[src/rtl/matmul_job_sched.sv]
// Job scheduler that shares one matmul engine among NUM_REQ requesters:
// round-robin grant, descriptor load, start pulse, write-count check, timeout abort, response.
module matmul_job_sched #(
  parameter int NUM_REQ         = 4,
  parameter int ID_W            = 2,
  parameter int ADDR_W          = 16,
  parameter int DIM_INDEX_WIDTH = 3,
  parameter int TIMEOUT_CYCLES  = 4095
) (
  input  logic                           clk,
  input  logic                           rst,
  input  logic [NUM_REQ-1:0]             req_valid,
  output logic [NUM_REQ-1:0]             req_ready,
  input  logic [NUM_REQ-1:0][ADDR_W-1:0] req_a_base,
  input  logic [NUM_REQ-1:0][ADDR_W-1:0] req_b_base,
  input  logic [NUM_REQ-1:0][ADDR_W-1:0] req_c_base,
  output logic [NUM_REQ-1:0]             rsp_valid,
  input  logic [NUM_REQ-1:0]             rsp_ready,
  output logic                           rsp_err,
  output logic                           eng_start,
  output logic                           eng_abort,
  output logic [ADDR_W-1:0]              eng_a_base,
  output logic [ADDR_W-1:0]              eng_b_base,
  output logic [ADDR_W-1:0]              eng_c_base,
  input  logic                           eng_res_write_en,
  input  logic                           eng_exec_done,
  output logic                           busy,
  output logic [ID_W-1:0]                owner_id
);

  localparam int CNT_W      = 2 * DIM_INDEX_WIDTH + 1;
  localparam int EXP_WRITES = 1 << (2 * DIM_INDEX_WIDTH);
  localparam int TMR_W      = (TIMEOUT_CYCLES > 2) ? $clog2(TIMEOUT_CYCLES) : 1;

  typedef enum logic [1:0] {
    S_IDLE  = 2'd0,
    S_START = 2'd1,
    S_RUN   = 2'd2,
    S_RESP  = 2'd3
  } state_t;

  state_t              r_state;
  state_t              w_state_next;
  logic [ID_W-1:0]     r_ptr;
  logic [ID_W-1:0]     r_owner;
  logic [CNT_W-1:0]    r_cnt;
  logic [TMR_W-1:0]    r_timer;
  logic                r_err;
  logic [ADDR_W-1:0]   r_a_base;
  logic [ADDR_W-1:0]   r_b_base;
  logic [ADDR_W-1:0]   r_c_base;

  logic                w_found;
  logic [ID_W-1:0]     w_winner;
  logic [NUM_REQ-1:0]  w_owner_oh;
  logic                w_timeout;
  logic                w_rsp_hs;
  logic [CNT_W:0]      w_sum;
  logic                w_count_ok;

  // Requester index reached by stepping k places up from p, wrapping modulo NUM_REQ.
  function automatic logic [ID_W-1:0] rr_idx(input logic [ID_W-1:0] p, input int k);
    return ID_W'((int'(p) + k) % NUM_REQ);
  endfunction

  always_comb begin
    w_found  = 1'b0;
    w_winner = '0;
    for (int k = 0; k < NUM_REQ; k++) begin
      if (!w_found && req_valid[rr_idx(r_ptr, k)]) begin
        w_found  = 1'b1;
        w_winner = rr_idx(r_ptr, k);
      end
    end
  end

  assign w_owner_oh = NUM_REQ'(1) << r_owner;
  assign w_timeout  = (r_timer == TMR_W'(TIMEOUT_CYCLES - 1));
  assign w_rsp_hs   = rsp_ready[r_owner];
  // A write landing in the same cycle as done still belongs to this job.
  assign w_sum      = {1'b0, r_cnt} + (CNT_W + 1)'(eng_res_write_en);
  assign w_count_ok = (w_sum == (CNT_W + 1)'(EXP_WRITES));

  // NOTE: state and datapath registers use non-blocking assignments so every
  // flop samples pre-edge values regardless of block ordering.
  always_ff @(posedge clk or posedge rst) begin
    if (rst) r_state <= S_IDLE;
    else     r_state <= w_state_next;
  end

  // NOTE: every output of this block gets a default first, so no path leaves a
  // signal unassigned and no latch is inferred.
  always_comb begin
    w_state_next = r_state;
    req_ready    = '0;
    rsp_valid    = '0;
    eng_start    = 1'b0;
    eng_abort    = 1'b0;
    busy         = (r_state != S_IDLE);
    case (r_state)
      S_IDLE: begin
        if (w_found) begin
          req_ready    = NUM_REQ'(1) << w_winner;
          w_state_next = S_START;
        end
      end
      S_START: begin
        eng_start    = 1'b1;
        w_state_next = S_RUN;
      end
      S_RUN: begin
        if (eng_exec_done) begin
          w_state_next = S_RESP;
        end else if (w_timeout) begin
          eng_abort    = 1'b1;
          w_state_next = S_RESP;
        end
      end
      S_RESP: begin
        rsp_valid = w_owner_oh;
        if (w_rsp_hs) w_state_next = S_IDLE;
      end
      default: w_state_next = S_IDLE;
    endcase
  end

  always_ff @(posedge clk or posedge rst) begin
    if (rst) begin
      r_ptr    <= '0;
      r_owner  <= '0;
      r_cnt    <= '0;
      r_timer  <= '0;
      r_err    <= 1'b0;
      r_a_base <= '0;
      r_b_base <= '0;
      r_c_base <= '0;
    end else begin
      case (r_state)
        S_IDLE: begin
          if (w_found) begin
            r_owner  <= w_winner;
            r_a_base <= req_a_base[w_winner];
            r_b_base <= req_b_base[w_winner];
            r_c_base <= req_c_base[w_winner];
          end
        end
        S_START: begin
          r_cnt   <= '0;
          r_timer <= '0;
          r_err   <= 1'b0;
        end
        S_RUN: begin
          if (eng_res_write_en && (r_cnt != '1)) r_cnt <= r_cnt + CNT_W'(1);
          r_timer <= r_timer + TMR_W'(1);
          // Done takes priority over a timeout in the same cycle.
          if (eng_exec_done)  r_err <= !w_count_ok;
          else if (w_timeout) r_err <= 1'b1;
        end
        S_RESP: begin
          if (w_rsp_hs) r_ptr <= rr_idx(r_owner, 1);
        end
        default: ;
      endcase
    end
  end

  assign rsp_err    = r_err && (r_state == S_RESP);
  assign eng_a_base = r_a_base;
  assign eng_b_base = r_b_base;
  assign eng_c_base = r_c_base;
  assign owner_id   = r_owner;

endmodule

[config.mk]
export PLATFORM = sky130hd
export DESIGN_NAME = matmul_job_sched
export DESIGN_NICKNAME = d
export VERILOG_FILES = /design/src/rtl/matmul_job_sched.sv
export SDC_FILE = /design/constraint.sdc
export NUM_CORES = 1
export LEC_CHECK = 0
export BUFFER_PORTS_ARGS = -buffer_cell sky130_fd_sc_hd__buf_2
export CORE_ASPECT_RATIO = 0.9
export CORE_UTILIZATION = 50
export CTS_CLUSTER_SIZE = 16
export DETAILED_ROUTE_END_ITERATION = 10
export GPL_TIMING_DRIVEN = 0
export PLACE_DENSITY_LB_ADDON = 0.05
export SLEW_MARGIN = 10
export SYNTH_ARGS = -nofsm -noshare
export SYNTH_HDL_FRONTEND = slang
export SYNTH_SLANG_ARGS = --single-unit
[constraint.sdc]
create_clock -name clk -period 6 [get_ports clk]
set_input_delay 0.6 -clock clk [delete_from_list [all_inputs] [get_ports clk]]
set_output_delay 0.6 -clock clk [all_outputs]
set_load 0.03 [all_outputs]
==> metrics.yaml <==
status: "completed"
numPortBuffers: 265
final_cell_mix: "buf_2, mux2i_1, dfrtp_1"
h-tree-depth: 3
post_cts_buffers: 0
final_area_um2: 6690
synthAdderAreaFrac_pct: 3.23
p_leak_nw: 3.64
crit_path_top_delay_cell: "dfrtp_1"
slew-limit-headroom_pct: 63.5
synth-main-ff-cell: "dfrtp_1"
r2r-start: "r_cnt[0]$_DFFE_PP0P_"
peakVddDrop_mv: 0.224
clkSinkCount: 74
hold_viol_final: 0
drt_wl_total_mm: 14.1
drive_gt1_share_pct: 49.7
syn_to_final_growth_pct: 32.9
vias: 4546
synth-edff-count: 0
clk_path_buf_depth: 2
drtAntennaViolNets: 0
setup_viol: 0
final_common_cell: "buf_2"
period_minus_slack_ns: 2.82
slowest_delay_ns: 0.42
grt_pass1_vias: 4399
cpMostUsedCell: "buf_4"
power_density_nw_per_um2: 477
wl_per_cell_um: 16.6
regArea_um2: 1850
yosys.area_share.simple_pct: 11.8
worstRegToRegCells: 7
clk_pin_slew_ns: 0.08
clkLatencyLatePin_ns: 0.34
postSynthCellCount: 443
critPathArrivalTime_ns: 2.22
max_cap_violations: 0
max_slew.worst_pin.slew_ns: 0.548
tns_ns: 0
start_util_pct: 51.7
cts_buffers: 9
hpwl_mm: 11.2
dpl_cell_area_um2: 6540
ys_ff_latch: 74
regToRegSetupSlack_ns: 4.07
die_height_um: 97.2
drc: 0
async_flop_share_pct: 100
synth.distinct_cells: 44
dieArea_um2: 10500
cp-start-kind: "flip-flop"
synth-compound-area-share_pct: 18.5
drt_iter0_drc: 128
cts_resized: 0
rsz0062_at_grt: "false"
ys_seq_area_share_pct: 36.8
boundaryPins: 266
core_area_um2: 9740
holdCritPathClass: "primary input to async pin"
grt_max_degree: 40
cts-root-buf: "clkbuf_8"
die_w_um: 108
synth_fp_nets: 660
synth_xor_area_share_pct: 1.39
worstReg2RegEnd: "r_err$_DFFE_PP0P_"
multi_input_area_um2: 2800
cts_tree: "built"
period_share_pct: 47.0
synth_area_um2: 5040
drt_first_pass_iters: 5
nets: 937
muxShareOfSynthArea_pct: 20.6
postSynthAreaPerCell_um2: 11.4
skew_ns: 0.00986
via_per_inst: 5.35
grt_pass1_wl_mm: 21.6
grt_remaining_overflow: 0
ys.warnings.count: 0
fill_cells: 782
n_antenna_cell: 0
worstPathCellList: "inv_1 > ha_1 > nand2b_1 > buf_6 > or2_1 > buf_4 > buf_4 > nor2_1 > buf_2"
critPathMaxFanout: 10
rows: 34
antenna_found_initial: 0
synth_top_family_by_area: "multiplexers"
place.gp.congestion: 0.829
worstPathRequired_ns: 5.40
grtUsageTotal_pct: 26.7
critPathCaptureType: "output port"
maxSlewViolCount: 0
hold_slack_ns: 0.283
hold_buffers: 0
max_freq_ghz: 0.355
path_class: "flip-flop to output port"
## per-stage QoR
step | cells | util (%) | power [mW] | setup WS, ns
floorplan | 443 | - | 2.35 | 3.48
global placement | 834 | 66.9 | 2.84 | 2.54
detailed placement | 835 | 67.2 | 2.89 | 3.28
CTS | 850 | 68.7 | 3.22 | 3.14
global route | 850 | 68.7 | 3.39 | 3.01
finish | 850 | 68.7 | 3.19 | 3.18
## sequential cells by signal, indices dropped and copies added, names as in the netlist
register	cells
r_cnt	7
r_timer	12
eng_c_base	16
r_err	1
eng_a_base	16
eng_b_base	16
r_state	2
owner_id	2
r_ptr	2
## worst max-delay path by stage
stage	start	to	slack [ns]	cells past startpoint
floorplan	req_valid[0]	req_ready[3]	3.48	7
global placement	rst	eng_b_base[4]$_DFFE_PP0P_	2.54	2
detailed placement	req_valid[3]	req_ready[0]	3.28	9
CTS	r_state[0]$_DFFE_PP0P_	req_ready[3]	3.14	9
global route	r_state[0]$_DFFE_PP0P_	req_ready[3]	3.01	9
finish	r_state[0]$_DFFE_PP0P_	req_ready[3]	3.18	9
## layout make-up
cell class	instances	share of cell area [%]
buffer	31	5.18
multi-input combinational	327	41.8
clock buffer	11	1.96
tap	126	2.36
sequential	74	27.7
inverter	11	0.654
clock inverter	4	0.299
timing repair buffer	266	20.1
## per-layer routing
layer	part of all wire [%]	vias to the layer above	global-route usage [%]
li1	-	2201	-
met3	6.3	19	4.09
met2	51	197	48.4
met1	41	2129	32.2
met4	1.5	0	8.32
met5	0	-	0
## cells by family (layout without fill, tap and decap cells)
kind of cell / count (synthesis) / in the layout
flip-flops: 74 / 74
multiplexers: 102 / 102
buffers and inverters: 42 / 323
AND/OR/NAND/NOR: 126 / 126
AO/OA/AOI/OAI: 78 / 78
adder cells (fa/ha/maj): 13 / 13
XOR/XNOR: 8 / 8
## power by group
group / leakage (nW) / total, mW / switching [mW] / internal [mW]
clock: 0.0827 / 0.322 / 0.177 / 0.145
combinational: 2.62 / 2.04 / 1.23 / 0.815
sequential: 0.944 / 0.826 / 0.129 / 0.697
## synth_stat cells (2+ instances only)
| master | number | area (um2) |
|---|---|---|
| mux2i_1 | 99 | 991 |
| dfrtp_1 | 74 | 1850 |
| nand2_1 | 65 | 244 |
| o221ai_2 | 48 | 721 |
| nor2_1 | 19 | 71.3 |
| ha_1 | 13 | 163 |
| inv_1 | 11 | 41.3 |
| buf_12 | 10 | 200 |
| nand3_1 | 8 | 40.0 |
| o21ai_1 | 8 | 40.0 |
| buf_4 | 7 | 52.6 |
| nor2b_1 | 7 | 43.8 |
| xor2_1 | 7 | 61.3 |
| clkbuf_1 | 6 | 22.5 |
| and2_1 | 5 | 31.3 |
| buf_6 | 5 | 56.3 |
| nand2b_1 | 5 | 31.3 |
| a21oi_1 | 4 | 20.0 |
| a22o_1 | 3 | 26.3 |
| a41oi_1 | 3 | 26.3 |
| buf_2 | 3 | 15.0 |
| nand4_1 | 3 | 18.8 |
| nor3_1 | 3 | 15.0 |
| o21ai_0 | 3 | 15.0 |
| a31oi_1 | 2 | 12.5 |
| and3_1 | 2 | 12.5 |
| nor3b_1 | 2 | 15.0 |
| nor4_2 | 2 | 25.0 |
## worst max-delay path, delay by kind of cell (launching register included)
kind,cells,cell delay [ns]
AND/OR/NAND/NOR,3,0.40
flip-flops,1,0.42
adder cells (fa/ha/maj),1,0.24
buffers and inverters,5,0.80
Note: power is estimated with default switching activity, not from simulation.
